<file path="src/rtl/cpu_pkg.sv">
// Shared CPU core constants: default datapath width, register count and
// the architectural zero register address.
package cpu_pkg;
    localparam int XLEN      = 32;
    localparam int NREG      = 32;
    localparam int AW        = $clog2(NREG);
    localparam int ZERO_ADDR = 0;
endpackage

</file>
<file path="src/rtl/gpr_scoreboard.sv">
// Per-register busy scoreboard. A bit is set at issue and cleared at
// writeback; a set wins over a clear of the same register in one cycle,
// since a new producer issued on the old one's writeback keeps it pending.
// busy_cnt is the registered popcount of the updated vector.
module gpr_scoreboard
    import cpu_pkg::*;
#(
    parameter int NREG     = cpu_pkg::NREG,
    parameter int ZERO_REG = 1,
    localparam int AW      = $clog2(NREG)
) (
    input  logic            clk,
    input  logic            rst_n,
    input  logic            iss_valid,
    input  logic [AW-1:0]   iss_addr,
    input  logic            clr_en,
    input  logic [AW-1:0]   clr_addr,
    output logic [NREG-1:0] busy,
    output logic [AW:0]     busy_cnt
);

    logic [NREG-1:0] busy_nxt;
    logic [AW:0]     cnt_nxt;

    // Next busy vector: set has priority over clear; zero register never busy
    always_comb begin
        busy_nxt = busy;
        for (int i = 0; i < NREG; i++) begin
            if (clr_en && clr_addr == AW'(i))
                busy_nxt[i] = 1'b0;
            if (iss_valid && iss_addr == AW'(i))
                busy_nxt[i] = 1'b1;
        end
        if (ZERO_REG != 0)
            busy_nxt[ZERO_ADDR] = 1'b0;
    end

    // Popcount of the updated vector, so busy_cnt lines up with busy
    always_comb begin
        cnt_nxt = '0;
        for (int i = 0; i < NREG; i++)
            cnt_nxt = cnt_nxt + {{AW{1'b0}}, busy_nxt[i]};
    end

    // Busy state and count registers
    always_ff @(posedge clk or negedge rst_n) begin
        if (!rst_n) begin
            busy     <= '0;
            busy_cnt <= '0;
        end else begin
            busy     <= busy_nxt;
            busy_cnt <= cnt_nxt;
        end
    end

endmodule

</file>
<file path="src/rtl/gpr_file_sb.sv">
// General-purpose register file: NRD combinational read ports, one
// synchronous write port, optional write-to-read bypass, optional
// hard-wired zero register and a busy scoreboard for RAW stalls.
module gpr_file_sb
    import cpu_pkg::*;
#(
    parameter int XLEN     = cpu_pkg::XLEN,
    parameter int NREG     = cpu_pkg::NREG,
    parameter int NRD      = 2,
    parameter int BYPASS   = 1,
    parameter int ZERO_REG = 1,
    localparam int AW      = $clog2(NREG)
) (
    input  logic                clk,
    input  logic                rst_n,
    input  logic [NRD*AW-1:0]   rd_addr,
    output logic [NRD*XLEN-1:0] rd_data,
    output logic [NRD-1:0]      rd_busy,
    input  logic                we,
    input  logic [AW-1:0]       wr_addr,
    input  logic [XLEN-1:0]     wr_data,
    input  logic                iss_valid,
    input  logic [AW-1:0]       iss_addr,
    output logic [AW:0]         busy_cnt
);

    logic [XLEN-1:0] regs [NREG];
    logic [NREG-1:0] busy;
    logic            wr_ok;

    // Writes to the zero register are dropped entirely (no store, no bypass)
    assign wr_ok = we && !((ZERO_REG != 0) && wr_addr == AW'(ZERO_ADDR));

    // Register storage; async reset clears every entry
    always_ff @(posedge clk or negedge rst_n) begin
        if (!rst_n) begin
            for (int i = 0; i < NREG; i++)
                regs[i] <= '0;
        end else if (wr_ok) begin
            regs[wr_addr] <= wr_data;
        end
    end

    gpr_scoreboard #(
        .NREG     (NREG),
        .ZERO_REG (ZERO_REG)
    ) u_sb (
        .clk       (clk),
        .rst_n     (rst_n),
        .iss_valid (iss_valid),
        .iss_addr  (iss_addr),
        .clr_en    (we),
        .clr_addr  (wr_addr),
        .busy      (busy),
        .busy_cnt  (busy_cnt)
    );

    for (genvar k = 0; k < NRD; k++) begin : g_rd
        logic [AW-1:0]   a;
        logic [XLEN-1:0] d;

        assign a = rd_addr[k*AW +: AW];

        // Read mux with bypass; bypass is gated by reset so outputs stay 0
        always_comb begin
            d = regs[a];
            if ((BYPASS != 0) && rst_n && wr_ok && a == wr_addr)
                d = wr_data;
            if ((ZERO_REG != 0) && a == AW'(ZERO_ADDR))
                d = '0;
        end

        assign rd_data[k*XLEN +: XLEN] = d;
        // Registered busy only: a same-cycle writeback does not hide it
        assign rd_busy[k] = busy[a];
    end

endmodule

</file>
<file path="config.mk">
export PLATFORM = sky130hd
export DESIGN_NAME = gpr_file_sb
export DESIGN_NICKNAME = d
export VERILOG_FILES = /design/src/rtl/cpu_pkg.sv /design/src/rtl/gpr_scoreboard.sv /design/src/rtl/gpr_file_sb.sv
export SDC_FILE = /design/constraint.sdc
export NUM_CORES = 2
export LEC_CHECK = 0
export BUFFER_PORTS_ARGS = -buffer_cell sky130_fd_sc_hd__buf_4
export CAP_MARGIN = 20
export CORE_UTILIZATION = 30
export DETAILED_ROUTE_END_ITERATION = 10
export PLACE_DENSITY = 0.56
export SLEW_MARGIN = 15
export SYNTH_ARGS = -nofsm -noshare
export SYNTH_HDL_FRONTEND = slang
export SYNTH_HIERARCHICAL = 1
export SYNTH_SLANG_ARGS = --single-unit
</file>
<file path="constraint.sdc">
create_clock -name clk -period 4.95 [get_ports clk]
set_clock_uncertainty 0.05 [all_clocks]
set_input_delay 0.99 -clock clk [delete_from_list [all_inputs] [get_ports clk]]
set_output_delay 0.99 -clock clk [all_outputs]
set_load 0.01 [all_outputs]
</file>
==> impl_metrics.yaml <==
timing:
  relSlewSlack_pct: 26.4
  timing.fmax_mhz: 185
  post-route-period-util_pct: 109
  rsz0062_at_grt: "true"
  hold_violations: 0
  setup_violations: 5
  whs_ns: 0.342
  slew_violations: 0
  setup_ws_ns: -0.446
  tightest_slew_ns: 1.10
  period_needed_ns: 5.40
power_and_ir_drop:
  pwr_density_cell_nw_per_um2: 461
  power.internal_w: 0.0213
  p_seq_share_pct: 37.7
  p_leak_nw: 28.7
  p_sw_w: 0.00957
  p_clk_share_pct: 30.1
  ir_drop_v: 0.00114
  p_comb_share_pct: 32.3
  swShare_pct: 31.0
synth:
  synth_nets: 4165
  async_flop_share_pct: 100
  synth_cells: 4079
  ys_warn_count: 6
  ys_ff_latch: 1061
  synth_edf_count: 0
  synth_ff_type: "dfrtp_1"
  synth.distinct_cells: 55
  syn_area_um2: 57900
  seq_area_frac_synth_pct: 45.8
  synth.avg_cell_area_um2: 14.2
clocking:
  root_buffer: "clkbuf_16"
  htree_levels: 3
  insertion_delay_ns: 0.75
  path_clk_slew_ns: 0.06
  clockBufferDepth: 3
  cts_inserted_buffers: 117
  cts.sinks: 1061
  tritoncts: "yes"
grt:
  grt_overflow: 0
  grt_use_total_pct: 20.0
  grt_max_degree: 169
  antenna_found_initial: 11
  grt_pass1_wl_um: 286000
  first_global_vias: 39400
worst_setup_path:
  crit_family: "adder cells"
  end_kind: "flop"
  worst-path-max-fanout: 7
  critPathKind: "primary input to flop"
  r2r_slack_ns: -0.09
  worstSetupStartpointType: "primary input"
  path_cells: "buf_4, buf_4, nand4bb_2, o21ai_0, o21ai_0, fa_1, fa_1, inv_1, fa_1, inv_1, fa_1, inv_1, fa_1, fa_1, inv_1, fa_2, inv_2, fa_2, nand2b_4, a21oi_4, xor2_1"
  reg2reg_to: "u_sb/busy_cnt[4]$_DFF_PN0_"
  crit_path_top_delay_cell: "fa_1"
  critPathBufInv: 7
  cp.required_ns: 5.54
  cpPeakStageDelay_ns: 0.50
  r2r_start: "u_sb/busy[14]$_DFF_PN0_"
  crit_top_cell: "fa_1"
  worstPathArrival_ns: 5.98
  ff2ff_path_depth: 19
cells_and_area:
  area_growth_pct: 15.5
  final_nets: 4185
  fin_util_pct: 35.0
  final_area_um2: 66900
  finalNonFillerCells: 6708
  drive_above_1_share_pct: 48.7
placed_design:
  dpl-instance-area_um2: 62700
  port_buffers: 127
  dp.cells: 6487
  place_ws_ns: -1.32
  dp_hpwl_um: 118000
  gp_congestion: 0.846
detailed_routing:
  ant_nets: 0
  initialDrtViolationCount: 3401
  wl_per_cell_um: 29.2
  first_pass_iters: 6
  route.detailed.vias_per_inst: 5.71
  vias: 38300
  remaining_drc_errors: 0
  wirelength_um: 196000
floorplan:
  die_w_um: 441
  row_count: 160
  dieArea_um2: 195000
  io-pin-count: 128
  chipHeight_um: 441
  initial_core_util_pct: 30.3
  core_area_um2: 191000
hold_path:
  holdCritPathClass: "primary input to asynchronous set/reset pin"
job:
  cap_violations: 0
run_status:
  outcome: "finished with violations"
  violations: "negative setup slack"
[layout by cell type (no fill, tap or decap), types with 8 or more instances in the layout]
cell and n:
nor2_1 67, o22a_1 31, a21oi_1 35, a221oi_1 31, bufinv_16 11, nand2_2 16, o21ai_0 67, o21a_1 23
mux4_2 435, nand4_1 32, buf_4 287, mux2_2 978, dfrtp_1 1061, clkbuf_8 28, clkbuf_1 23, clkbuf_16 119
nand3_1 40, fa_1 21, nor2_4 19, o2111ai_1 31, a22oi_1 156, o311a_1 30, mux2i_1 293, xnor2_1 8
buf_12 61, clkinv_2 22, inv_1 24, nand2_1 123
[layer usage]
metal	share of wire, %	global-route usage [%]	routed length (um)	up-vias
met2	48	32.6	93900	1434
met3	6.7	3.69	13100	355
met5	0.021	0	41	-
met4	3.4	6.99	6620	6
met1	42	26.7	82400	20800
li1	-	-	-	15700
[registers in the layout (all words and copies together) (netlist names)]
register and cells:
u_sb/busy_cnt 6, regs 1024, u_sb/busy 31
[worst max-delay path by stage]
stage / startpoint / endpoint / slack [ns] / depth (start not counted)
after floorplan: wr_addr[4] / u_sb/busy_cnt[4]$_DFF_PN0_ / -0.93 / 19
after global placement: wr_addr[0] / u_sb/busy_cnt[4]$_DFF_PN0_ / -1.33 / 20
after detailed placement: wr_addr[4] / u_sb/busy_cnt[4]$_DFF_PN0_ / -1.32 / 21
after CTS: wr_addr[1] / u_sb/busy_cnt[4]$_DFF_PN0_ / -0.39 / 22
after global routing: wr_addr[0] / u_sb/busy_cnt[4]$_DFF_PN0_ / -0.59 / 22
final: wr_addr[4] / u_sb/busy_cnt[4]$_DFF_PN0_ / -0.45 / 21
[Yosys cell counts (all sizes together) (3+ instances only)]
| library cell | instances | share of area (%) |
|---|---|---|
| nand4 | 32 | 0.35 |
| mux2 | 978 | 19 |
| nand4bb | 3 | 0.058 |
| and3 | 3 | 0.032 |
| a22oi | 156 | 2.0 |
| o311a | 30 | 0.52 |
| nand2b | 9 | 0.097 |
| xor2 | 4 | 0.060 |
| mux2i | 293 | 5.1 |
| xnor2 | 9 | 0.14 |
| a21oi | 36 | 0.31 |
| and3b | 3 | 0.045 |
| nand3 | 41 | 0.35 |
| buf | 214 | 2.0 |
| nor3b | 8 | 0.10 |
| nor3 | 5 | 0.071 |
| nor2b | 6 | 0.065 |
| a221oi | 31 | 0.47 |
| o21a | 23 | 0.30 |
| fa | 23 | 0.79 |
| clkbuf | 245 | 1.6 |
| o21ai | 79 | 0.70 |
| ha | 7 | 0.15 |
| o22a | 31 | 0.47 |
| inv | 28 | 0.18 |
| o2111ai | 31 | 0.47 |
| nand3b | 6 | 0.078 |
| mux4 | 435 | 17 |
| dfrtp | 1061 | 46 |
| nand2 | 139 | 0.90 |
| nor2 | 86 | 0.56 |
| or2 | 6 | 0.065 |
| nand4b | 3 | 0.045 |
[stage by stage]
stage / TNS (ns) / total power, W
global placement: -6.64 / 0.0206
CTS: -1.58 / 0.0306
floorplan: -4.18 / 0.0179
global route: -2.51 / 0.0326
finish: -1.83 / 0.0309
detailed placement: -6.57 / 0.0208
[power by group through the flow]
stage	clock network (W)	logic, W	registers, W
detailed placement	0	0.00905	0.0117
global placement	0	0.00894	0.0116
floorplan	0	0.00655	0.0113
global route	0.00980	0.0109	0.0118
CTS	0.00947	0.00951	0.0116
finish	0.00928	0.00997	0.0116
[logic make-up (layout without fill, tap and decap cells)]
family	count (synthesis)	count (layout)	synth area share (%)
other	1	4	0.00647
DFF	1061	1061	45.8
and+or+nand+nor	356	356	2.91
buffers and inverters	487	602	3.76
AOI/OAI and AO/OA	425	425	5.36
xor gates and xnor gates	13	13	0.197
adders and majority gates	30	30	0.946
muxes	1706	1706	41.0
[final cells by class]
class | count | area, um2
fillers | 18500 | 124000
diodes | 3 | 7.51
flip-flops and latches | 1061 | 26600
well taps | 2511 | 3140
inverters | 28 | 105
multi-input cells | 2531 | 29500
clock inverters | 44 | 617
clock buffers | 170 | 3450
repair buffers | 360 | 3530
[timing repair]
action / 4_1_cts / 5_1_grt
pin swaps: 9 / 3
hold buffers: 0 / 0
setup endpoints to repair: 6 / 6
buffers inserted: 4 / 1
gates resized for setup: 17 / 9
No activity file was read; power rests on OpenSTA's default activity.
